$ cat src/rtl/bp_pkg.sv
// Shared types for the branch-predictor update scheduler.
// Update record, scheduler states and sweep constants.
package bp_pkg;

    typedef struct packed {
        logic [31:0] pc;
        logic        is_br;
        logic        taken;
        logic [31:0] target;
    } bp_update_t;

    typedef enum logic {
        SWEEP = 1'b0,
        RUN   = 1'b1
    } bp_sched_state_t;

    localparam logic BP_SWEEP_IS_BR = 1'b0;

endpackage

$ cat src/rtl/bp_update_scheduler_if.sv
// Update bus: valid/ready handshake plus predictor update fields.
// The issue/sink modports carry no ready since the predictor never stalls.
interface bp_update_if;
    import bp_pkg::*;

    logic        valid;
    logic        ready;
    logic [31:0] pc;
    logic        is_br;
    logic        taken;
    logic [31:0] target;

    modport master (
        output valid, pc, is_br, taken, target,
        input  ready
    );

    modport slave (
        input  valid, pc, is_br, taken, target,
        output ready
    );

    modport issue (
        output valid, pc, is_br, taken, target
    );

    modport sink (
        input valid, pc, is_br, taken, target
    );

endinterface

$ cat src/rtl/bp_update_scheduler_fifo.sv
// Update queue with two ordered write ports (w0 lands before w1),
// one pop port and an occupancy count.
module bp_update_fifo
    import bp_pkg::*;
#(
    parameter int DEPTH = 4
) (
    input  logic                       clk,
    input  logic                       rst_n,
    input  logic                       clear,
    input  logic                       w0_en,
    input  bp_update_t                 w0_data,
    input  logic                       w1_en,
    input  bp_update_t                 w1_data,
    input  logic                       pop,
    output bp_update_t                 head,
    output logic [$clog2(DEPTH):0]     count
);

    localparam int PW = $clog2(DEPTH);
    localparam int CW = PW + 1;

    bp_update_t       mem [DEPTH];
    logic [PW-1:0]    wr_ptr;
    logic [PW-1:0]    rd_ptr;
    logic [PW-1:0]    w1_ptr;

    assign w1_ptr = wr_ptr + PW'(w0_en);
    assign head   = mem[rd_ptr];

    always_ff @(posedge clk) begin
        if (w0_en) mem[wr_ptr] <= w0_data;
        if (w1_en) mem[w1_ptr] <= w1_data;
    end

    always_ff @(posedge clk or negedge rst_n) begin
        if (!rst_n) begin
            wr_ptr <= '0;
            rd_ptr <= '0;
            count  <= '0;
        end else if (clear) begin
            wr_ptr <= '0;
            rd_ptr <= '0;
            count  <= '0;
        end else begin
            wr_ptr <= wr_ptr + PW'(w0_en) + PW'(w1_en);
            rd_ptr <= rd_ptr + PW'(pop);
            count  <= count + CW'(w0_en) + CW'(w1_en) - CW'(pop);
        end
    end

endmodule

$ cat src/rtl/bp_update_scheduler.sv
// Owns the predictor update port: merges two update sources through a
// queue and clears every predictor entry after reset or on flush.
module bp_update_scheduler
    import bp_pkg::*;
#(
    parameter int DEPTH      = 4,
    parameter int ADDR_WIDTH = 6,
    parameter int ADDR_SIZE  = 64
) (
    input  logic       clk,
    input  logic       rst_n,
    bp_update_if.slave src0,
    bp_update_if.slave src1,
    input  logic       flush_req,
    bp_update_if.issue upd,
    output logic       busy
);

    localparam int CW = $clog2(DEPTH) + 1;

    bp_sched_state_t         state;
    logic [ADDR_WIDTH-1:0]   sweep_idx;
    logic                    rr;
    logic [CW-1:0]           count;
    bp_update_t              head;
    bp_update_t              d0;
    bp_update_t              d1;
    logic                    run;
    logic                    free_ge2;
    logic                    free_eq1;
    logic                    fire0;
    logic                    fire1;
    logic                    contest;
    logic                    pop;

    assign run      = (state == RUN);
    assign busy     = !run;
    assign free_ge2 = (count <= CW'(DEPTH - 2));
    assign free_eq1 = (count == CW'(DEPTH - 1));

    // With one slot left the grant depends on the other side's valid.
    assign src0.ready = run & (free_ge2 | (free_eq1 & (!src1.valid | !rr)));
    assign src1.ready = run & (free_ge2 | (free_eq1 & (!src0.valid | rr)));

    assign fire0   = src0.valid & src0.ready;
    assign fire1   = src1.valid & src1.ready;
    assign contest = run & free_eq1 & src0.valid & src1.valid;
    assign pop     = run & (count != '0);

    assign d0 = '{pc: src0.pc, is_br: src0.is_br,
                  taken: src0.taken, target: src0.target};
    assign d1 = '{pc: src1.pc, is_br: src1.is_br,
                  taken: src1.taken, target: src1.target};

    bp_update_fifo #(.DEPTH(DEPTH)) u_fifo (
        .clk     (clk),
        .rst_n   (rst_n),
        .clear   (flush_req),
        .w0_en   (fire0),
        .w0_data (d0),
        .w1_en   (fire1),
        .w1_data (d1),
        .pop     (pop),
        .head    (head),
        .count   (count)
    );

    always_comb begin
        upd.valid  = 1'b0;
        upd.pc     = '0;
        upd.is_br  = 1'b0;
        upd.taken  = 1'b0;
        upd.target = '0;
        if (!run) begin
            upd.valid  = rst_n;
            upd.pc     = {{(30-ADDR_WIDTH){1'b0}}, sweep_idx, 2'b00};
            upd.is_br  = BP_SWEEP_IS_BR;
        end else begin
            upd.valid  = pop;
            upd.pc     = head.pc;
            upd.is_br  = head.is_br;
            upd.taken  = head.taken;
            upd.target = head.target;
        end
    end

    always_ff @(posedge clk or negedge rst_n) begin
        if (!rst_n) begin
            state     <= SWEEP;
            sweep_idx <= '0;
            rr        <= 1'b0;
        end else begin
            if (contest) rr <= ~rr;
            if (flush_req) begin
                state     <= SWEEP;
                sweep_idx <= '0;
            end else begin
                unique case (state)
                    SWEEP: begin
                        sweep_idx <= sweep_idx + 1'b1;
                        if (sweep_idx == ADDR_WIDTH'(ADDR_SIZE - 1)) begin
                            state     <= RUN;
                            sweep_idx <= '0;
                        end
                    end
                    RUN: ;
                    default: state <= SWEEP;
                endcase
            end
        end
    end

endmodule

$ cat src/flat_wrapper.sv
// flat-port wrapper written by rule: the top's interface ports become plain ports
module bp_update_scheduler_flat import bp_pkg::*;
#(
    parameter int DEPTH      = 4,
    parameter int ADDR_WIDTH = 6,
    parameter int ADDR_SIZE  = 64
)
  (clk, rst_n, flush_req, busy, src0_valid, src0_pc, src0_is_br, src0_taken, src0_target, src0_ready, src1_valid, src1_pc, src1_is_br, src1_taken, src1_target, src1_ready, upd_valid, upd_pc, upd_is_br, upd_taken, upd_target);
  bp_update_if src0_i ();
  bp_update_if src1_i ();
  bp_update_if upd_i ();
  input  logic clk;
  input  logic rst_n;
  input  logic flush_req;
  output logic busy;
  input wire logic [$bits(src0_i.valid)-1:0] src0_valid;
  input wire logic [$bits(src0_i.pc)-1:0] src0_pc;
  input wire logic [$bits(src0_i.is_br)-1:0] src0_is_br;
  input wire logic [$bits(src0_i.taken)-1:0] src0_taken;
  input wire logic [$bits(src0_i.target)-1:0] src0_target;
  output wire logic [$bits(src0_i.ready)-1:0] src0_ready;
  input wire logic [$bits(src1_i.valid)-1:0] src1_valid;
  input wire logic [$bits(src1_i.pc)-1:0] src1_pc;
  input wire logic [$bits(src1_i.is_br)-1:0] src1_is_br;
  input wire logic [$bits(src1_i.taken)-1:0] src1_taken;
  input wire logic [$bits(src1_i.target)-1:0] src1_target;
  output wire logic [$bits(src1_i.ready)-1:0] src1_ready;
  output wire logic [$bits(upd_i.valid)-1:0] upd_valid;
  output wire logic [$bits(upd_i.pc)-1:0] upd_pc;
  output wire logic [$bits(upd_i.is_br)-1:0] upd_is_br;
  output wire logic [$bits(upd_i.taken)-1:0] upd_taken;
  output wire logic [$bits(upd_i.target)-1:0] upd_target;
  assign src0_i.valid = src0_valid;
  assign src0_i.pc = src0_pc;
  assign src0_i.is_br = src0_is_br;
  assign src0_i.taken = src0_taken;
  assign src0_i.target = src0_target;
  assign src0_ready = src0_i.ready;
  assign src1_i.valid = src1_valid;
  assign src1_i.pc = src1_pc;
  assign src1_i.is_br = src1_is_br;
  assign src1_i.taken = src1_taken;
  assign src1_i.target = src1_target;
  assign src1_ready = src1_i.ready;
  assign upd_valid = upd_i.valid;
  assign upd_pc = upd_i.pc;
  assign upd_is_br = upd_i.is_br;
  assign upd_taken = upd_i.taken;
  assign upd_target = upd_i.target;
  bp_update_scheduler #(.DEPTH(DEPTH), .ADDR_WIDTH(ADDR_WIDTH), .ADDR_SIZE(ADDR_SIZE)) u_core (.clk(clk), .rst_n(rst_n), .src0(src0_i), .src1(src1_i), .flush_req(flush_req), .upd(upd_i), .busy(busy));
endmodule
$ cat config.mk
export PLATFORM = sky130hd
export DESIGN_NAME = bp_update_scheduler_flat
export DESIGN_NICKNAME = d
export VERILOG_FILES = /design/src/rtl/bp_pkg.sv /design/src/rtl/bp_update_scheduler_if.sv /design/src/rtl/bp_update_scheduler_fifo.sv /design/src/rtl/bp_update_scheduler.sv /design/src/flat_wrapper.sv
export SDC_FILE = /design/constraint.sdc
export NUM_CORES = 1
export LEC_CHECK = 0
export CORE_MARGIN = 5
export CORE_UTILIZATION = 59
export DETAILED_ROUTE_END_ITERATION = 10
export PLACE_DENSITY = 0.86
export SYNTH_ARGS = -nofsm -noshare
export SYNTH_HDL_FRONTEND = slang
export SYNTH_SLANG_ARGS = --single-unit
$ cat constraint.sdc
create_clock -name clk -period 17.4 [get_ports clk]
set_input_delay 3.48 -clock clk [delete_from_list [all_inputs] [get_ports clk]]
set_output_delay 3.48 -clock clk [all_outputs]
set_load 0.02 [all_outputs]
==> impl_metrics.ini <==
[global_routing]
grt-ovfl-total = 0
gr-usage-all-layers = 0.236
grt_start_max_net_pins = 76
first_global_vias = 8777
antenna_found_initial = 2
grt_pass1_wl_mm = 49.3

[sta]
drv_slew = 0
setup_slack_ps = 8670
period_minus_slack_ps = 8730
setup_tns_ps = 0
finalCritPeriodShare = 0.502
skew_ps = 22.7
rsz0062_at_grt = no
relSlewSlack = 0.250
hold_violations = 0
fmax_mhz = 115
worstMarginPinSlew_ps = 1120
finalSetupViolCount = 0

[route]
routedWlPerCell_um = 23.6
drt.antenna.violating_nets = 0
num_vias = 7994
dr.pass1.iters = 4
routed_wl_mm = 31.6
drc_errors = 0
first_iter_violations = 546
vias_per_cell = 5.97

[finish]
nets = 1143
final_cells = 1340
syn_to_final_growth_pct = 23.5
final_core_util = 0.742
final_cell_mix = edfxtp_1, mux2_2, clkdlybuf4s50_1, mux4_2, and2_1
drive_gt1_frac = 0.395
layout_commonest_cell = edfxtp_1

[die]
design.die.area_um2 = 27100
die_y_um = 165
rows = 56
start_util = 0.601
core_area_um2 = 23500
ios = 207
die_w_um = 165

[critical_path]
crit_buf_inv = 2
reg2reg_depth = 9
path_common_cell = clkdlybuf4s50_1
rrSetupSlack_ps = 13160
arrival_ps = 5250
cp-end-kind = primary output
cp_data_required_time_ps = 13920
crit_type = input port to primary output
critPathSlowestCell = clkdlybuf4s50_1
crit_fanout = 16
critical_path.max_stage_delay_ps = 950
path_cells = clkdlybuf4s50_1 > a21o_1 > clkdlybuf4s50_1
cp-start-kind = input port
r2r-end = u_core.u_fifo.mem[0][38]$_DFFE_PP_
worstReg2RegStart = u_core.run$_DFF_PN0_
crit_family = buffers and inverters

[clock_tree]
clockBufferDepth = 3
worstSkewPairLatency_ps = 530
cts.reportedPaths.clkPinSlew_ps = 60
htree_num_levels = 1
numCtsBuffers = 28
post_cts_buffers = 0
post_cts_resized = 0
clock-root-buffer = clkbuf_16
cts_sinks = 279
hold_buffers = 0
cts_tree = built

[worst_hold_path]
hp-class = flip-flop to flip-flop
hold_path_end = u_core.rr$_DFFE_PN0P_
whs_path_depth = 1
min-delay-start = u_core.rr$_DFFE_PN0P_

[logic_synthesis]
synth_cell_types = 39
yosysSeqAreaShare = 0.589
syn_nets = 950
netlist_instances = 805
yosys_warnings = 0
synthesis.area_um2 = 14100
ys_seq_elements = 279
syn_avg_cell_area_um2 = 17.5

[placement]
place_ws_ps = 8630
dp.cells = 1287
place_hpwl_mm = 17.8
gp_congestion = 0.773
io_buffers = 206

[power]
power.density_nw_per_um2 = 83.0
vdd_ir_drop_max_v = 0.0000638
p_leak_nw = 5.81

[flow_run]
maxCapViolations = 0

[status]
outcome = completed
-- report_power, final --
part	switching, mW	internal [mW]	leakage, nW
clock network	0.248	0.379	0.467
registers	0.00101	0.735	2.57
logic	0.0277	0.0537	2.77
-- registers in the layout, summed over array words and instances, names as in the netlist --
| signal | count |
|---|---|
| u_core.rr | 1 |
| u_core.run | 1 |
| u_core.sweep_idx | 6 |
| u_core.u_fifo.count | 3 |
| u_core.u_fifo.mem | 264 |
| u_core.u_fifo.rd_ptr | 2 |
| u_core.u_fifo.wr_ptr | 2 |
-- Yosys cell counts, drive strengths merged --
cell type | n | area [um2]
a41o | 2 | 20.0
o21ai | 3 | 18.8
or3 | 1 | 6.26
nand2 | 5 | 18.8
nand4 | 1 | 6.26
mux4 | 66 | 1490
o31ai | 2 | 15.0
a211oi | 1 | 7.51
a31oi | 1 | 6.26
mux2 | 269 | 3140
nand3b | 3 | 22.5
nor4 | 1 | 6.26
and3 | 1 | 6.26
ha | 6 | 75.1
nor3 | 3 | 15.0
xnor2 | 4 | 35.0
buf | 41 | 226
nand3 | 2 | 10.0
nor2 | 17 | 71.3
inv | 9 | 33.8
nand4bb | 1 | 11.3
xor2 | 3 | 26.3
edfxtp | 264 | 7930
clkbuf | 11 | 41.3
a21o | 1 | 7.51
nor2b | 4 | 25.0
fa | 2 | 40.0
and4 | 1 | 8.76
mux2i | 2 | 20.0
dfrtp | 15 | 375
a21oi | 3 | 15.0
and2 | 60 | 375
-- logic make-up after synthesis --
| logic type | share of synthesized area |
|---|---|
| buf+inv | 0.0214 |
| flops | 0.589 |
| simple gates | 0.0414 |
| xor+xnor | 0.00435 |
| mux | 0.329 |
| compound gates | 0.00639 |
| fa+ha+maj | 0.00816 |
-- per-stage QoR --
stage	hold WS [ps]	instance area (um2)	total power [mW]
finish	526	17400	1.44
global route	543	17400	1.49
CTS	524	17400	1.45
detailed placement	514	16400	0.830
global placement	498	16400	0.828
floorplan	456	14100	0.782
-- worst max path at each step --
stage	start	to	slack [ps]	cells after the start
after floorplan	src1_valid	u_core.u_fifo.mem[0][0]$_DFFE_PP_	8060	4
after global placement	rst_n	upd_valid	8620	3
after detailed placement	rst_n	upd_valid	8630	3
after CTS	rst_n	upd_valid	8620	3
after global routing	rst_n	upd_valid	8480	3
final	rst_n	upd_valid	8670	3
-- area by class of cell --
cell class | instances | area [um2]
sequential | 279 | 8310
fill | 1415 | 6070
multi-input combinational | 465 | 5560
timing repair buffer | 215 | 2130
clock buffer | 34 | 744
tap | 319 | 399
clock inverter | 18 | 224
inverter | 9 | 33.8
antenna | 1 | 2.50
-- metal layers --
layer	vias to the layer above	track usage	part of all wire
li1	3571	-	-
met1	4064	0.324	0.40
met2	309	0.398	0.51
met3	46	0.0444	0.074
met4	4	0.0563	0.018
met5	-	0	0.00082
Power figures use the tool's default switching activity.
